[config.mk]
export PLATFORM = sky130hd
export DESIGN_NAME = id_ex_stage
export DESIGN_NICKNAME = d
export VERILOG_FILES = /design/src/rtl/id_ex_stage.sv
export SDC_FILE = /design/constraint.sdc
export NUM_CORES = 1
export LEC_CHECK = 0
export CORE_MARGIN = 4
export CORE_UTILIZATION = 30
export DETAILED_ROUTE_END_ITERATION = 6
export PLACE_DENSITY = 0.58
export SYNTH_ARGS = -nofsm -noshare
export SYNTH_HDL_FRONTEND = slang
export SYNTH_SLANG_ARGS = --single-unit
[constraint.sdc]
create_clock -name clk -period 5.3 [get_ports clk]
set_input_delay 1.06 -clock clk [delete_from_list [all_inputs] [get_ports clk]]
set_output_delay 1.06 -clock clk [all_outputs]
set_load 0.03 [all_outputs]
[src/rtl/id_ex_stage.sv]
// -----------------------------------------------------------------------------
// id_ex_stage
//   ID/EX pipeline register in front of the ALU. Captures the decoded RV32I/M
//   fields and operands, selects ALU operands (with optional MEM/WB bypass),
//   owns the architectural flags register and interlocks load-use hazards.
//
//   Build option:
//     ID_EX_FWD_EN  defined   -> MEM/WB bypass on captured sources, plus a
//                                stall while a source waits on a load in MEM.
//                   undefined -> no bypass; ID is held while any source is
//                                still being written by EX, MEM or WB.
//
//   Ports
//     clk, rst                    clock, synchronous active-high reset
//     id_valid / id_ready         decoder handshake
//     id_*                        decoded fields, regfile data, imm, pc, ctrl
//     flush                       kill the instruction held in EX
//     ex_ready                    downstream accepts the EX instruction
//     mem_* / wb_*                later-stage writeback info for hazards/bypass
//     alu_flags                   ALU flags_out, reloaded into the flags reg
//     ex_valid, ex_a, ex_b        live EX instruction and ALU operands
//     ex_opcode/funct3/funct7     ALU control
//     ex_rd/reg_write/is_load     carried downstream
//     ex_store_data               rs2 value for stores
//     ex_flags                    flags register -> ALU flags_in
// -----------------------------------------------------------------------------
module id_ex_stage #(
  parameter int XLEN    = 32,
  parameter int REG_AW  = 5,
  parameter int FLAGS_W = 8
) (
  input  logic               clk,
  input  logic               rst,
  input  logic               id_valid,
  output logic               id_ready,
  input  logic [6:0]         id_opcode,
  input  logic [2:0]         id_funct3,
  input  logic [6:0]         id_funct7,
  input  logic [REG_AW-1:0]  id_rs1,
  input  logic [REG_AW-1:0]  id_rs2,
  input  logic [REG_AW-1:0]  id_rd,
  input  logic [XLEN-1:0]    id_rs1_data,
  input  logic [XLEN-1:0]    id_rs2_data,
  input  logic [XLEN-1:0]    id_imm,
  input  logic [XLEN-1:0]    id_pc,
  input  logic               id_use_imm,
  input  logic               id_use_pc,
  input  logic               id_is_load,
  input  logic               id_reg_write,
  input  logic               flush,
  input  logic               ex_ready,
  input  logic               mem_reg_write,
  input  logic               mem_is_load,
  input  logic [REG_AW-1:0]  mem_rd,
  input  logic [XLEN-1:0]    mem_result,
  input  logic               wb_reg_write,
  input  logic [REG_AW-1:0]  wb_rd,
  input  logic [XLEN-1:0]    wb_data,
  input  logic [FLAGS_W-1:0] alu_flags,
  output logic               ex_valid,
  output logic [XLEN-1:0]    ex_a,
  output logic [XLEN-1:0]    ex_b,
  output logic [6:0]         ex_opcode,
  output logic [2:0]         ex_funct3,
  output logic [6:0]         ex_funct7,
  output logic [REG_AW-1:0]  ex_rd,
  output logic               ex_reg_write,
  output logic               ex_is_load,
  output logic [XLEN-1:0]    ex_store_data,
  output logic [FLAGS_W-1:0] ex_flags
);

  // captured EX state
  logic               r_ex_valid;
  logic [6:0]         r_opcode;
  logic [2:0]         r_funct3;
  logic [6:0]         r_funct7;
  logic [REG_AW-1:0]  r_rs1;
  logic [REG_AW-1:0]  r_rs2;
  logic [REG_AW-1:0]  r_rd;
  logic [XLEN-1:0]    r_rs1_data;
  logic [XLEN-1:0]    r_rs2_data;
  logic [XLEN-1:0]    r_imm;
  logic [XLEN-1:0]    r_pc;
  logic               r_use_imm;
  logic               r_use_pc;
  logic               r_is_load;
  logic               r_reg_write;
  logic [FLAGS_W-1:0] r_flags;

  logic               w_fwd_stall;
  logic               w_raw_hold;
  logic               w_ex_valid;
  logic               w_ex_fire;
  logic               w_load_use;
  logic               w_id_ready;
  logic               w_capture;
  logic [XLEN-1:0]    w_rs1_val;
  logic [XLEN-1:0]    w_rs2_val;

`ifdef ID_EX_FWD_EN
  // MEM beats WB; a load in MEM has no result yet, so it is never a source.
  function automatic logic [XLEN-1:0] fwd_src(input logic [REG_AW-1:0] idx,
                                               input logic [XLEN-1:0]   cap);
    if (idx == '0)
      return '0;
    else if (mem_reg_write && !mem_is_load && (mem_rd == idx))
      return mem_result;
    else if (wb_reg_write && (wb_rd == idx))
      return wb_data;
    else
      return cap;
  endfunction

  assign w_rs1_val   = fwd_src(r_rs1, r_rs1_data);
  assign w_rs2_val   = fwd_src(r_rs2, r_rs2_data);
  // load data not yet available: present EX as empty until it reaches WB
  assign w_fwd_stall = mem_is_load && mem_reg_write && (mem_rd != '0) &&
                       ((r_rs1 == mem_rd) || (r_rs2 == mem_rd));
  assign w_raw_hold  = 1'b0;
`else
  // No bypass: keep the instruction in ID until every pending writer of its
  // sources has retired, so the regfile read is already current.
  function automatic logic src_busy(input logic [REG_AW-1:0] idx);
    return (idx != '0) &&
           ((r_ex_valid && r_reg_write && (r_rd == idx)) ||
            (mem_reg_write && (mem_rd == idx)) ||
            (wb_reg_write && (wb_rd == idx)));
  endfunction

  assign w_rs1_val   = r_rs1_data;
  assign w_rs2_val   = r_rs2_data;
  assign w_fwd_stall = 1'b0;
  assign w_raw_hold  = src_busy(id_rs1) || src_busy(id_rs2);

  logic w_unused;
  assign w_unused = ^{mem_is_load, mem_result, wb_data, r_rs1, r_rs2};
`endif

  assign w_ex_valid = r_ex_valid & ~w_fwd_stall;
  assign w_ex_fire  = w_ex_valid & ex_ready;
  assign w_load_use = r_ex_valid && r_is_load && (r_rd != '0) &&
                      ((r_rd == id_rs1) || (r_rd == id_rs2));
  assign w_id_ready = ~rst & (~r_ex_valid | w_ex_fire) & ~w_load_use & ~w_raw_hold;
  // id_ready may be high during flush; the instruction is not taken then
  assign w_capture  = id_valid & w_id_ready & ~flush;

  always_ff @(posedge clk) begin
    if (rst) begin
      r_ex_valid  <= 1'b0;
      r_opcode    <= '0;
      r_funct3    <= '0;
      r_funct7    <= '0;
      r_rs1       <= '0;
      r_rs2       <= '0;
      r_rd        <= '0;
      r_rs1_data  <= '0;
      r_rs2_data  <= '0;
      r_imm       <= '0;
      r_pc        <= '0;
      r_use_imm   <= 1'b0;
      r_use_pc    <= 1'b0;
      r_is_load   <= 1'b0;
      r_reg_write <= 1'b0;
      r_flags     <= '0;
    end else begin
      if (w_ex_fire && !flush)
        r_flags <= alu_flags;

      if (flush) begin
        r_ex_valid <= 1'b0;
      end else if (w_capture) begin
        r_ex_valid  <= 1'b1;
        r_opcode    <= id_opcode;
        r_funct3    <= id_funct3;
        r_funct7    <= id_funct7;
        r_rs1       <= id_rs1;
        r_rs2       <= id_rs2;
        r_rd        <= id_rd;
        r_rs1_data  <= id_rs1_data;
        r_rs2_data  <= id_rs2_data;
        r_imm       <= id_imm;
        r_pc        <= id_pc;
        r_use_imm   <= id_use_imm;
        r_use_pc    <= id_use_pc;
        r_is_load   <= id_is_load;
        r_reg_write <= id_reg_write;
      end else if (w_ex_fire) begin
        // fired with nothing behind it: becomes a bubble
        r_ex_valid <= 1'b0;
      end
    end
  end

  assign id_ready      = w_id_ready;
  assign ex_valid      = w_ex_valid;
  assign ex_a          = r_use_pc  ? r_pc  : w_rs1_val;
  assign ex_b          = r_use_imm ? r_imm : w_rs2_val;
  assign ex_store_data = w_rs2_val;
  assign ex_opcode     = r_opcode;
  assign ex_funct3     = r_funct3;
  assign ex_funct7     = r_funct7;
  assign ex_rd         = r_rd;
  assign ex_reg_write  = r_reg_write;
  assign ex_is_load    = r_is_load;
  assign ex_flags      = r_flags;

endmodule

==> impl_results.md <==
- Top-Level Pins: 384
- Endpoints failing hold: 0
- Synth unique cells: 30
- Detailed-route DRC error count: 0
- IO Port Bufs: approximately 320
- Critical R2R Launch: ex_rd[4]
- Seq/Total Area, Yosys: 0.390
- Multi-input logic area: about 4800 sq um
- Part of the cycle the worst path needs: 0.919
- Starting Density: 0.308
- Root Driver: clkbuf_16
- Pin count of the biggest net entering global routing: between 100 and 150
- Router iterations before antenna repair: 4
- Clk buf depth: 2
- Die X: about 180 microns
- CP Launch Point: id_rs1[2]
- # diodes: 0
- Critical Path AT: roughly 3.8 ns
- Synth Register Bits: 163
- Grt met3 use: 0.0513
- Rows: 60
- Commonest non-fill, non-tap cell in the layout: clkdlybuf4s50_1
- Worst r2r dst: ex_store_data[24]
- CTS tree: built
- Synth Warn #: 0
- Fillcell total: ~2600
- Die Y: around 180 microns
- Final-stage net count: 1371
- Busiest grt layer: met2
- Initial antenna violation count: 0
- Vias post-DR: about 6500
- Die area: 30700 sq um
- Slew HR: 0.339
- First-pass GRT wire length: 37600 microns
- Vias/cell: 4.31
- Syn_nets: between 1000 and 1500
- Cts hold-fix bufs: 0
- Worst endpoint required time: ~4.2 ns
- Post-Place Cell Area: ~12000 sq um
- Met1 global-route usage: 0.187
- Kind of end point of the critical path: output port
- Fmax: approximately 210 MHz
- Post-Route WL: 24700 microns
- Layout cell share with drive strength beyond 1: 0.0931
- Synth area leader: dfxtp_1
- Final setup viols: 0
- R2R depth: 6
- Synth top area share: 0.390
- WL/cell: 16.5 microns
- Critical path class: input port to output port
- Kind of start point of the critical path: input port
- Peak supply drop: ~0.00017 V
- Setup TNS: 0 ns
- DPL Wire Length: between 15000 and 20000 microns
- Syn Area/Cell: 10.0 sq um
- Lkg Pwr: 4.42 nW
- Total GRT Usage: 0.154
- Synth top area cells: dfxtp_1 (39%), nand2b_1 (23%), mux2i_1 (19%), mux2_2 (8.6%), clkbuf_1 (2.0%)
- ANT nets after route: 0
- Initial DRC count: 205
- Postcts setup bufs: 0
- Grt met2 use: 0.264
- Worst Skew: about 0.012 ns
- Hold Crit Class: flip-flop to flip-flop
- Number of global-route vias before repair: around 6500
- Clock transition at path regs: roughly 0.07 ns
- Max Cap Violations: 0
- Clock sinks: approximately 160
- Htree depth: 4
- P&R area growth vs syn: 47.9%
- Crit path time final: about 4.9 ns
- Final instance area: about 12000 sq um
- Clk_lat worst skew: 0.43 ns
- Cts bufs inserted: 17
- Max-slew violations: 0
- Most frequent cells in the layout: clkdlybuf4s50_1 (317), nand2b_1 (311), mux2i_1 (162)
- RSZ-0062 raised after global routing: no
- Slew @ Worst Pin: approximately 0.99 ns
- Global route overflow: 0
- Critical Path Sink: id_ready
- Reg area: about 3300 sq um
- Syn Inst Count: between 800 and 900
- Crit-path max FO: 4
- GP Congestion: 0.766
- Status: finished, final reports clean
- R2R setup slack: 2.36 ns
- PD cells: around 250 nW/um^2
- Total core area: about 27000 sq um
- Synth Cell Area: ~8400 sq um
- Post_cts resized: 0
[routing by layer]
metal / wire length (microns) / vias up
met2: 12000 / 166
met1: 10800 / 2964
met5: 0 / -
met3: 1630 / 16
met4: 304 / 0
li1: - / 3321
[cells by family after synthesis]
kind of cell           synth area share
flip-flops                        0.390
XOR/XNOR                         0.0272
AND/OR/NAND/NOR                   0.256
buffers and inverters            0.0385
multiplexers                      0.280
AO/OA/AOI/OAI                   0.00911
[where the power goes]
group	switching [W]	internal (W)	total, W
sequential	0.0000342	0.00127	0.00130
clock	0.000558	0.000666	0.00122
combinational	0.000224	0.000306	0.000530
total	0.000816	0.00224	0.00306
[cells in the mapped netlist, drive strengths merged]
cell     number
mux2         64
nor4b         2
a211o         1
nand3b        1
inv           1
dfxtp       163
o211ai        1
or4           2
mux2i       162
a21oi         2
xnor2         9
nand3         5
o21bai        1
xor2         17
clkbuf       44
o2111ai       1
o21ai         1
or3           2
nor2b         4
nor3          2
o21a          1
nor4          4
buf          17
nand2b      311
o311a         1
a2111o        1
nor2         12
nand2         2
[critical path, cell delays in order]
cell and delay (ns):
clkdlybuf4s50_1 0.52, or4_1 0.54, nor2_1 0.14, a21oi_1 0.06, a211o_1 0.33, nor4b_1 0.38, clkdlybuf4s50_1 0.78
[worst min path at each step]
stage	start	end	slack, ns	cells past startpoint
CTS	r_pc[18]	r_pc[18]	0.47	2
finish	r_rs1_data[9]	r_rs1_data[9]	0.47	2
floorplan	r_imm[0]	r_imm[0]	0.45	2
detailed placement	r_pc[3]	r_pc[3]	0.46	2
global placement	r_pc[7]	r_pc[7]	0.46	2
global route	r_imm[28]	r_imm[28]	0.49	2
[state kept, by name, summed over array words and instances (netlist names), 3 cells and up]
| register | cells |
|---|---|
| ex_rd | 5 |
| r_imm | 32 |
| r_rs1_data | 32 |
| ex_flags | 8 |
| ex_funct7 | 7 |
| r_pc | 32 |
| ex_store_data | 32 |
| ex_funct3 | 3 |
| ex_opcode | 7 |
[stage by stage]
stage | util | hold WS, ns | instances | total power (W) | setup WS (ns)
floorplan | - | 0.445 | 834 | 0.00160 | 1.13
global placement | 0.435 | 0.456 | 1470 | 0.00186 | 0.479
detailed placement | 0.435 | 0.460 | 1470 | 0.00187 | 0.417
CTS | 0.456 | 0.475 | 1500 | 0.00312 | 0.399
global route | 0.456 | 0.489 | 1500 | 0.00319 | 0.225
finish | 0.456 | 0.470 | 1500 | 0.00306 | 0.430
[layout make-up]
cell class                 count  area share
multi-input combinational    609       0.387
timing repair buffer         325       0.265
sequential                   163       0.264
tap                          372      0.0376
clock buffer                  18      0.0355
clock inverter                12      0.0100
inverter                       1    0.000303
Note: power is estimated with default switching activity, not from simulation.
